File: src/rtl/draw_cmd_queue_pkg.sv
// Shared draw-command types: header word layout, collector states and the nargs clamp helper.
package draw_cmd_queue_pkg;

    localparam int unsigned WORD_W  = 16;
    localparam int unsigned OP_W    = 4;
    localparam int unsigned NARGS_W = 3;
    localparam int unsigned IMM_W   = 9;
    localparam int unsigned HDR_W   = OP_W + NARGS_W + IMM_W;

    typedef struct packed {
        logic [OP_W-1:0]    op;
        logic [NARGS_W-1:0] nargs;
        logic [IMM_W-1:0]   imm;
    } header_t;

    typedef enum logic {
        IDLE,
        ARGS
    } collState_t;

    function automatic logic [NARGS_W-1:0] clampNargs(
        input logic [NARGS_W-1:0] raw,
        input logic [NARGS_W-1:0] maxArgs
    );
        return (raw > maxArgs) ? maxArgs : raw;
    endfunction

endpackage

File: src/rtl/draw_cmd_queue_cmd_fifo.sv
// Synchronous show-ahead FIFO; a push into a full FIFO is dropped even if a pop shares the edge.
module cmd_fifo #(
    parameter int unsigned WIDTH = 80,
    parameter int unsigned DEPTH = 8
) (
    input  logic                     clk,
    input  logic                     reset,
    input  logic                     push,
    input  logic                     pop,
    input  logic [WIDTH-1:0]         wrData,
    output logic [WIDTH-1:0]         rdData,
    output logic [$clog2(DEPTH):0]   count,
    output logic                     full,
    output logic                     empty
);

    localparam int unsigned PTR_W = $clog2(DEPTH);
    localparam int unsigned CNT_W = PTR_W + 1;

    logic [WIDTH-1:0] mem [DEPTH];
    logic [PTR_W-1:0] wrPtr;
    logic [PTR_W-1:0] rdPtr;
    logic             wrOk;
    logic             rdOk;

    assign full  = (count == CNT_W'(DEPTH));
    assign empty = (count == '0);
    assign wrOk  = push && !full;
    assign rdOk  = pop && !empty;

    // Pointers wrap naturally; count tracks occupancy 0..DEPTH.
    always_ff @(posedge clk) begin
        if (reset) begin
            wrPtr <= '0;
            rdPtr <= '0;
            count <= '0;
        end else begin
            if (wrOk) wrPtr <= wrPtr + PTR_W'(1);
            if (rdOk) rdPtr <= rdPtr + PTR_W'(1);
            count <= count + CNT_W'(wrOk) - CNT_W'(rdOk);
        end
    end

    always_ff @(posedge clk) begin
        if (wrOk) mem[wrPtr] <= wrData;
    end

    assign rdData = mem[rdPtr];

endmodule

File: src/rtl/draw_cmd_queue.sv
// Assembles 16-bit pram writes into draw commands and queues them for the draw unit.
module draw_cmd_queue
    import draw_cmd_queue_pkg::*;
#(
    parameter int unsigned DEPTH    = 8,
    parameter int unsigned MAX_ARGS = 4
) (
    input  logic                        clk,
    input  logic                        reset,
    input  logic                        we,
    input  logic [15:0]                 dataIn,
    output logic                        full,
    output logic                        cmd_valid,
    input  logic                        cmd_ready,
    output logic [3:0]                  cmd_op,
    output logic [2:0]                  cmd_nargs,
    output logic [8:0]                  cmd_imm,
    output logic [16*MAX_ARGS-1:0]      cmd_args,
    output logic [$clog2(DEPTH):0]      level,
    output logic                        overflow,
    output logic                        fmt_err
);

    localparam int unsigned ARGS_W = WORD_W * MAX_ARGS;
    localparam int unsigned REC_W  = HDR_W + ARGS_W;

    collState_t          state;
    collState_t          stateNext;
    header_t             hdrQ;
    header_t             hdrNext;
    header_t             hdrIn;
    logic [ARGS_W-1:0]   argsQ;
    logic [ARGS_W-1:0]   argsNext;
    logic [NARGS_W-1:0]  argIdx;
    logic [NARGS_W-1:0]  argIdxNext;
    logic                pushC;
    logic                fmtErrSet;
    logic [REC_W-1:0]    pushRec;
    logic [REC_W-1:0]    headRec;
    header_t             headHdr;
    logic                fifoFull;
    logic                fifoEmpty;

    assign hdrIn = header_t'(dataIn);

    always_ff @(posedge clk) begin
        if (reset) state <= IDLE;
        else       state <= stateNext;
    end

    // Collector: advances only on write strobes; pushes on the edge that takes the last word.
    always_comb begin
        stateNext  = state;
        hdrNext    = hdrQ;
        argsNext   = argsQ;
        argIdxNext = argIdx;
        pushC      = 1'b0;
        fmtErrSet  = 1'b0;
        pushRec    = {hdrQ, argsQ};
        if (we) begin
            case (state)
                IDLE: begin
                    hdrNext       = hdrIn;
                    hdrNext.nargs = clampNargs(hdrIn.nargs, NARGS_W'(MAX_ARGS));
                    fmtErrSet     = (hdrIn.nargs > NARGS_W'(MAX_ARGS));
                    argsNext      = '0;
                    argIdxNext    = '0;
                    if (hdrNext.nargs == '0) begin
                        pushC   = 1'b1;
                        pushRec = {hdrNext, ARGS_W'(0)};
                    end else begin
                        stateNext = ARGS;
                    end
                end
                ARGS: begin
                    for (int k = 0; k < int'(MAX_ARGS); k++) begin
                        if (argIdx == NARGS_W'(k)) argsNext[k*WORD_W +: WORD_W] = dataIn;
                    end
                    argIdxNext = argIdx + NARGS_W'(1);
                    if (argIdxNext == hdrQ.nargs) begin
                        pushC     = 1'b1;
                        pushRec   = {hdrQ, argsNext};
                        stateNext = IDLE;
                    end
                end
            endcase
        end
    end

    always_ff @(posedge clk) begin
        if (reset) begin
            hdrQ     <= '0;
            argsQ    <= '0;
            argIdx   <= '0;
            overflow <= 1'b0;
            fmt_err  <= 1'b0;
        end else begin
            hdrQ   <= hdrNext;
            argsQ  <= argsNext;
            argIdx <= argIdxNext;
            if (pushC && fifoFull) overflow <= 1'b1;
            if (fmtErrSet)         fmt_err  <= 1'b1;
        end
    end

    cmd_fifo #(
        .WIDTH (REC_W),
        .DEPTH (DEPTH)
    ) u_fifo (
        .clk    (clk),
        .reset  (reset),
        .push   (pushC),
        .pop    (cmd_ready),
        .wrData (pushRec),
        .rdData (headRec),
        .count  (level),
        .full   (fifoFull),
        .empty  (fifoEmpty)
    );

    // Head fields are forced to zero while nothing is queued so outputs read 0 after reset.
    assign headHdr   = header_t'(headRec[REC_W-1 -: HDR_W]);
    assign full      = fifoFull;
    assign cmd_valid = !fifoEmpty;
    assign cmd_op    = cmd_valid ? headHdr.op    : '0;
    assign cmd_nargs = cmd_valid ? headHdr.nargs : '0;
    assign cmd_imm   = cmd_valid ? headHdr.imm   : '0;
    assign cmd_args  = cmd_valid ? headRec[ARGS_W-1:0] : '0;

endmodule

File: config.mk
export PLATFORM = sky130hd
export DESIGN_NAME = draw_cmd_queue
export DESIGN_NICKNAME = d
export VERILOG_FILES = /design/src/rtl/draw_cmd_queue_pkg.sv /design/src/rtl/draw_cmd_queue_cmd_fifo.sv /design/src/rtl/draw_cmd_queue.sv
export SDC_FILE = /design/constraint.sdc
export NUM_CORES = 1
export LEC_CHECK = 0
export CORE_ASPECT_RATIO = 0.9
export CORE_MARGIN = 5
export CORE_UTILIZATION = 52
export DETAILED_ROUTE_END_ITERATION = 8
export PLACE_DENSITY = 0.77
export SLEW_MARGIN = 0
export SYNTH_ARGS = -nofsm -noshare
export SYNTH_HDL_FRONTEND = slang
export SYNTH_SLANG_ARGS = --single-unit
File: constraint.sdc
create_clock -name clk -period 11.3 [get_ports clk]
set_clock_uncertainty 0.1 [all_clocks]
set_input_delay 1.13 -clock clk [delete_from_list [all_inputs] [get_ports clk]]
set_output_delay 1.13 -clock clk [all_outputs]
set_load 0.02 [all_outputs]
==> impl_results.rst <==
.. list-table::
   :header-rows: 1

   * - Metric
     - Value
   * - Die Height
     - between 200 and 250 um
   * - Count of H-tree levels built during CTS
     - 3
   * - Worst EP arrival
     - between 4000 and 5000 ps
   * - Synthesized Nets
     - approximately 1800
   * - Final HPWL DP
     - 36100 um
   * - Count of routing violations after the opening detailed-route iteration
     - approximately 1600
   * - Clock tree from TritonCTS
     - yes
   * - Switching share of power
     - between 20% and 30%
   * - Most numerous cell on the critical path
     - sky130_fd_sc_hd__buf_4
   * - Most frequent standard cell in the layout excluding fill and tap cells
     - sky130_fd_sc_hd__edfxtp_1
   * - Die width
     - between 200 and 300 um
   * - Die area
     - about 60000 sq um
   * - Flip-flop cell with the highest count after synthesis
     - sky130_fd_sc_hd__edfxtp_1
   * - Post-Route Hold Slack
     - roughly 360 ps
   * - Number of pins exceeding their max-slew limit in the final report
     - 0
   * - Kind of launch point of the worst setup path
     - flop
   * - Status
     - finished clean
   * - Asr flop ratio synth
     - 0%
   * - Largest stage delay, worst path
     - 920 ps
   * - Start point of the worst hold path
     - hdrQ[12]
   * - Synthesized flop and latch total
     - around 740
   * - Relative area change from synthesis to final layout
     - 14.4%
   * - Met1 usage in global routing
     - between 20% and 30%
   * - Final Hold Violating Endpoints
     - 0
   * - Final-layout setup total negative slack
     - 0 ps
   * - Fraction of met3 tracks used by global routing
     - ~3.7%
   * - Number of setup violations in the final report
     - 0
   * - Achievable clock frequency
     - 171 MHz
   * - Post-detailed-route wirelength per cell
     - roughly 24 um
   * - Slowest library cell on the worst path
     - sky130_fd_sc_hd__buf_4
   * - Max-capacitance violation count
     - 0
   * - Final worst-path cycle share
     - between 50% and 60%
   * - Global route overflow
     - 0
   * - Slew margin rel.
     - roughly a fifth
   * - Routed via count divided by cell count
     - a little under 6
   * - Global-route met2 utilization
     - 33.8%
   * - Count of input and output buffers
     - 107
   * - Logic gate share of total power
     - between 20% and 30%
   * - Final Core Density
     - approximately 60%
   * - Via count of the first global-routing pass
     - approximately 16000
   * - Remaining antenna violation count after routing
     - 0
   * - Most used routing layer
     - met2
   * - Distinct cells, synth
     - a little over 40
   * - DR pass1 iterations
     - 5
   * - Global placement routability congestion
     - 0.756
   * - Share of synthesized area occupied by flip-flops and latches
     - between 70 and 80%
   * - Least-Margin Pin Slew
     - roughly 1200 ps
   * - Total power draw
     - roughly 7.0 mW
   * - Category of cells accounting for the largest share of critical-path delay
     - buffers and inverters
   * - Std-Cell Core Area
     - ~56000 sq um
   * - Cell area power density
     - 209 nW/um^2
   * - Sink Count
     - between 700 and 800
   * - Antenna violations before repair
     - 2
   * - Worst flop-to-flop path startpoint
     - argIdx[0]
   * - Warning count from the yosys run
     - 0
   * - Series of cell instances along the critical path
     - buf_4 -> buf_4 -> mux4_2 -> mux2i_1 -> nor2_1 -> clkdlybuf4s50_1
   * - Leak pwr
     - about 11 nW
   * - Wirelength, routed
     - ~65000 um
   * - Peak fanout along the critical path
     - 52
   * - DRC viols
     - 0
   * - # fillers
     - slightly below 4000
   * - Type of destination of the critical path
     - primary output
   * - Sequential share of power
     - between 40 and 50%
   * - Synthesized area per cell
     - 16.9 sq um
   * - First-pass GRT wire length
     - 97600 um
   * - CP Data Required Time
     - slightly above 10000 ps
   * - Most used cells in the layout excluding fill and tap cells
     - sky130_fd_sc_hd__edfxtp_1, sky130_fd_sc_hd__nand2_1, sky130_fd_sc_hd__mux4_2
   * - Count of flip-flops with a built-in enable after synthesis
     - 640
   * - Minimum setup slack in the final design
     - 5460 ps
   * - Worst Hold Class
     - flop to flop
   * - Instance count of the mapped netlist
     - approximately 1700
   * - Number of vias in the routed layout
     - about 16000
   * - Post-CTS Setup Repair Bufs
     - 0
   * - Clock latency reported for the late side of the worst-skew pair
     - ~600 ps
   * - Initial Utilization
     - between 50% and 60%
   * - Final critical-path required period
     - just under 6000 ps
   * - Maximum number of buffers from clock root to sink
     - 3
   * - Placement Setup Slack
     - approximately 5700 ps
   * - Worst-path clk slew
     - 60 ps
   * - Number of nets in the finished design
     - ~1900
   * - Crit Path Class
     - flop to primary output
   * - Number of buffers created by CTS
     - 74
   * - Power dissipated by switching net loads
     - 1.88 mW
   * - Quantity of hold-fixing buffers added after cts
     - 0
   * - Fraction of layout instances using a drive strength above 1
     - between 10% and 20%
   * - Post-cts resize count
     - 0
   * - Max rail drop VDD
     - between 0.15 and 0.2 mV
   * - Post-Syn Area
     - approximately 29000 sq um
   * - Clock group share of total power
     - approximately a third
   * - Setup repair after global routing missed its margin
     - no
   * - Number of top-level design ports
     - about 110
   * - Number of placement rows
     - 82
   * - Root Buffer
     - sky130_fd_sc_hd__clkbuf_16
   * - P_int
     - 5.14 mW
   * - Pin count of the biggest net entering global routing
     - slightly above 80
   * - CP Buf/Inv Count
     - 3
   * - Overall fraction of global-route tracks in use
     - slightly above 20%
==> layout make-up <==
cell class / instances / area [sq um] / area share, %
Multi-Input combinational cell: 853 / 7580 / 22.6
Sequential cell: 739 / 21200 / 63.2
Inverter: 17 / 63.8 / 0.190
Antenna cell: 2 / 5.00 / 0.0149
Clock inverter: 32 / 328 / 0.977
Tap cell: 756 / 946 / 2.82
Timing Repair Buffer: 142 / 1330 / 3.97
Clock buffer: 106 / 2070 / 6.19
==> metal layers <==
layer | vias to the layer above | share of wire (%)
met5 | - | 0.020
met4 | 2 | 2.3
met3 | 113 | 7.9
met2 | 702 | 49
met1 | 8107 | 40
li1 | 6855 | -
==> worst paths after layout <==
| kind | to | slack [ps] | depth (start not counted) |
|---|---|---|---|
| worst min register to register | hdrQ[12] | 360 | 2 |
| worst max register to register | u_fifo.mem[1][76] | 7100 | 8 |
| worst min-delay path | hdrQ[12] | 360 | 2 |
| worst max-delay path | cmd_args[14] | 5460 | 6 |
==> cell families (layout without fill, tap and decap cells) <==
logic type | Yosys count | after routing | share of synthesized area, %
other | 0 | 2 | 0
AND/OR/NAND/NOR | 419 | 419 | 6.08
multiplexers | 241 | 241 | 15.1
XOR/XNOR | 7 | 7 | 0.209
buffers and inverters | 143 | 297 | 2.19
adder cells (fa/ha/maj) | 14 | 14 | 0.623
AO/OA/AOI/OAI | 172 | 172 | 3.52
flip-flops | 739 | 739 | 72.3
==> cells in the mapped netlist (2+ instances only) <==
master	count	area share, %
sky130_fd_sc_hd__mux4_2	160	12
sky130_fd_sc_hd__o21ai_0	60	1.0
sky130_fd_sc_hd__nand3_1	11	0.19
sky130_fd_sc_hd__nand2b_1	10	0.21
sky130_fd_sc_hd__and4b_1	3	0.10
sky130_fd_sc_hd__clkbuf_1	56	0.72
sky130_fd_sc_hd__inv_1	17	0.22
sky130_fd_sc_hd__buf_6	3	0.12
sky130_fd_sc_hd__dfxtp_1	99	6.8
sky130_fd_sc_hd__nor3_1	4	0.068
sky130_fd_sc_hd__nand2_1	202	2.6
sky130_fd_sc_hd__xnor2_1	5	0.15
sky130_fd_sc_hd__edfxtp_1	640	66
sky130_fd_sc_hd__and2_1	4	0.085
sky130_fd_sc_hd__o21ai_1	10	0.17
sky130_fd_sc_hd__ha_1	13	0.55
sky130_fd_sc_hd__nor2b_1	6	0.13
sky130_fd_sc_hd__nor2_1	160	2.0
sky130_fd_sc_hd__nor4_1	2	0.043
sky130_fd_sc_hd__buf_2	48	0.82
sky130_fd_sc_hd__buf_4	6	0.15
sky130_fd_sc_hd__or4_1	2	0.051
sky130_fd_sc_hd__mux2i_1	81	2.8
sky130_fd_sc_hd__xor2_1	2	0.060
sky130_fd_sc_hd__buf_1	13	0.17
sky130_fd_sc_hd__a21oi_1	38	0.65
sky130_fd_sc_hd__o311ai_0	2	0.060
sky130_fd_sc_hd__a22oi_1	57	1.5
sky130_fd_sc_hd__and3_1	4	0.085
sky130_fd_sc_hd__nor4b_2	5	0.26
sky130_fd_sc_hd__nor3b_1	2	0.051
==> registers in the layout (all words and copies together), names as in the netlist, named ones only <==
| signal | flops |
|---|---|
| argIdx | 3 |
| argsQ | 64 |
| fmt_err | 1 |
| hdrQ | 16 |
| overflow | 1 |
| state | 1 |
| u_fifo.count | 4 |
| u_fifo.mem | 640 |
| u_fifo.rdPtr | 3 |
| u_fifo.wrPtr | 3 |
==> power groups by stage <==
stage | Sequential [mW] | Clock (mW) | Combinational (mW)
floorplan | 3.05 | 0 | 1.08
global placement | 3.08 | 0 | 1.62
detailed placement | 3.08 | 0 | 1.63
CTS | 3.02 | 2.44 | 1.64
global route | 3.02 | 2.55 | 1.72
finish | 3.02 | 2.40 | 1.60
==> metrics by stage <==
stage / instances / cell area, sq um
global route: 2646 / 33500
global placement: 2507 / 31100
floorplan: 1735 / 29300
finish: 2647 / 33500
detailed placement: 2507 / 31100
CTS: 2645 / 33500
==> worst reg2reg max path, stage by stage, from the launching register on <==
cell and delay (ps):
sky130_fd_sc_hd__dfxtp_1 360, sky130_fd_sc_hd__ha_1 220, sky130_fd_sc_hd__ha_1 300, sky130_fd_sc_hd__xnor2_1 370
sky130_fd_sc_hd__nor4_4 620, sky130_fd_sc_hd__o21ai_2 230, sky130_fd_sc_hd__nor4b_4 240, sky130_fd_sc_hd__buf_4 570
sky130_fd_sc_hd__buf_4 770
No activity file was read; power rests on OpenSTA's default activity.
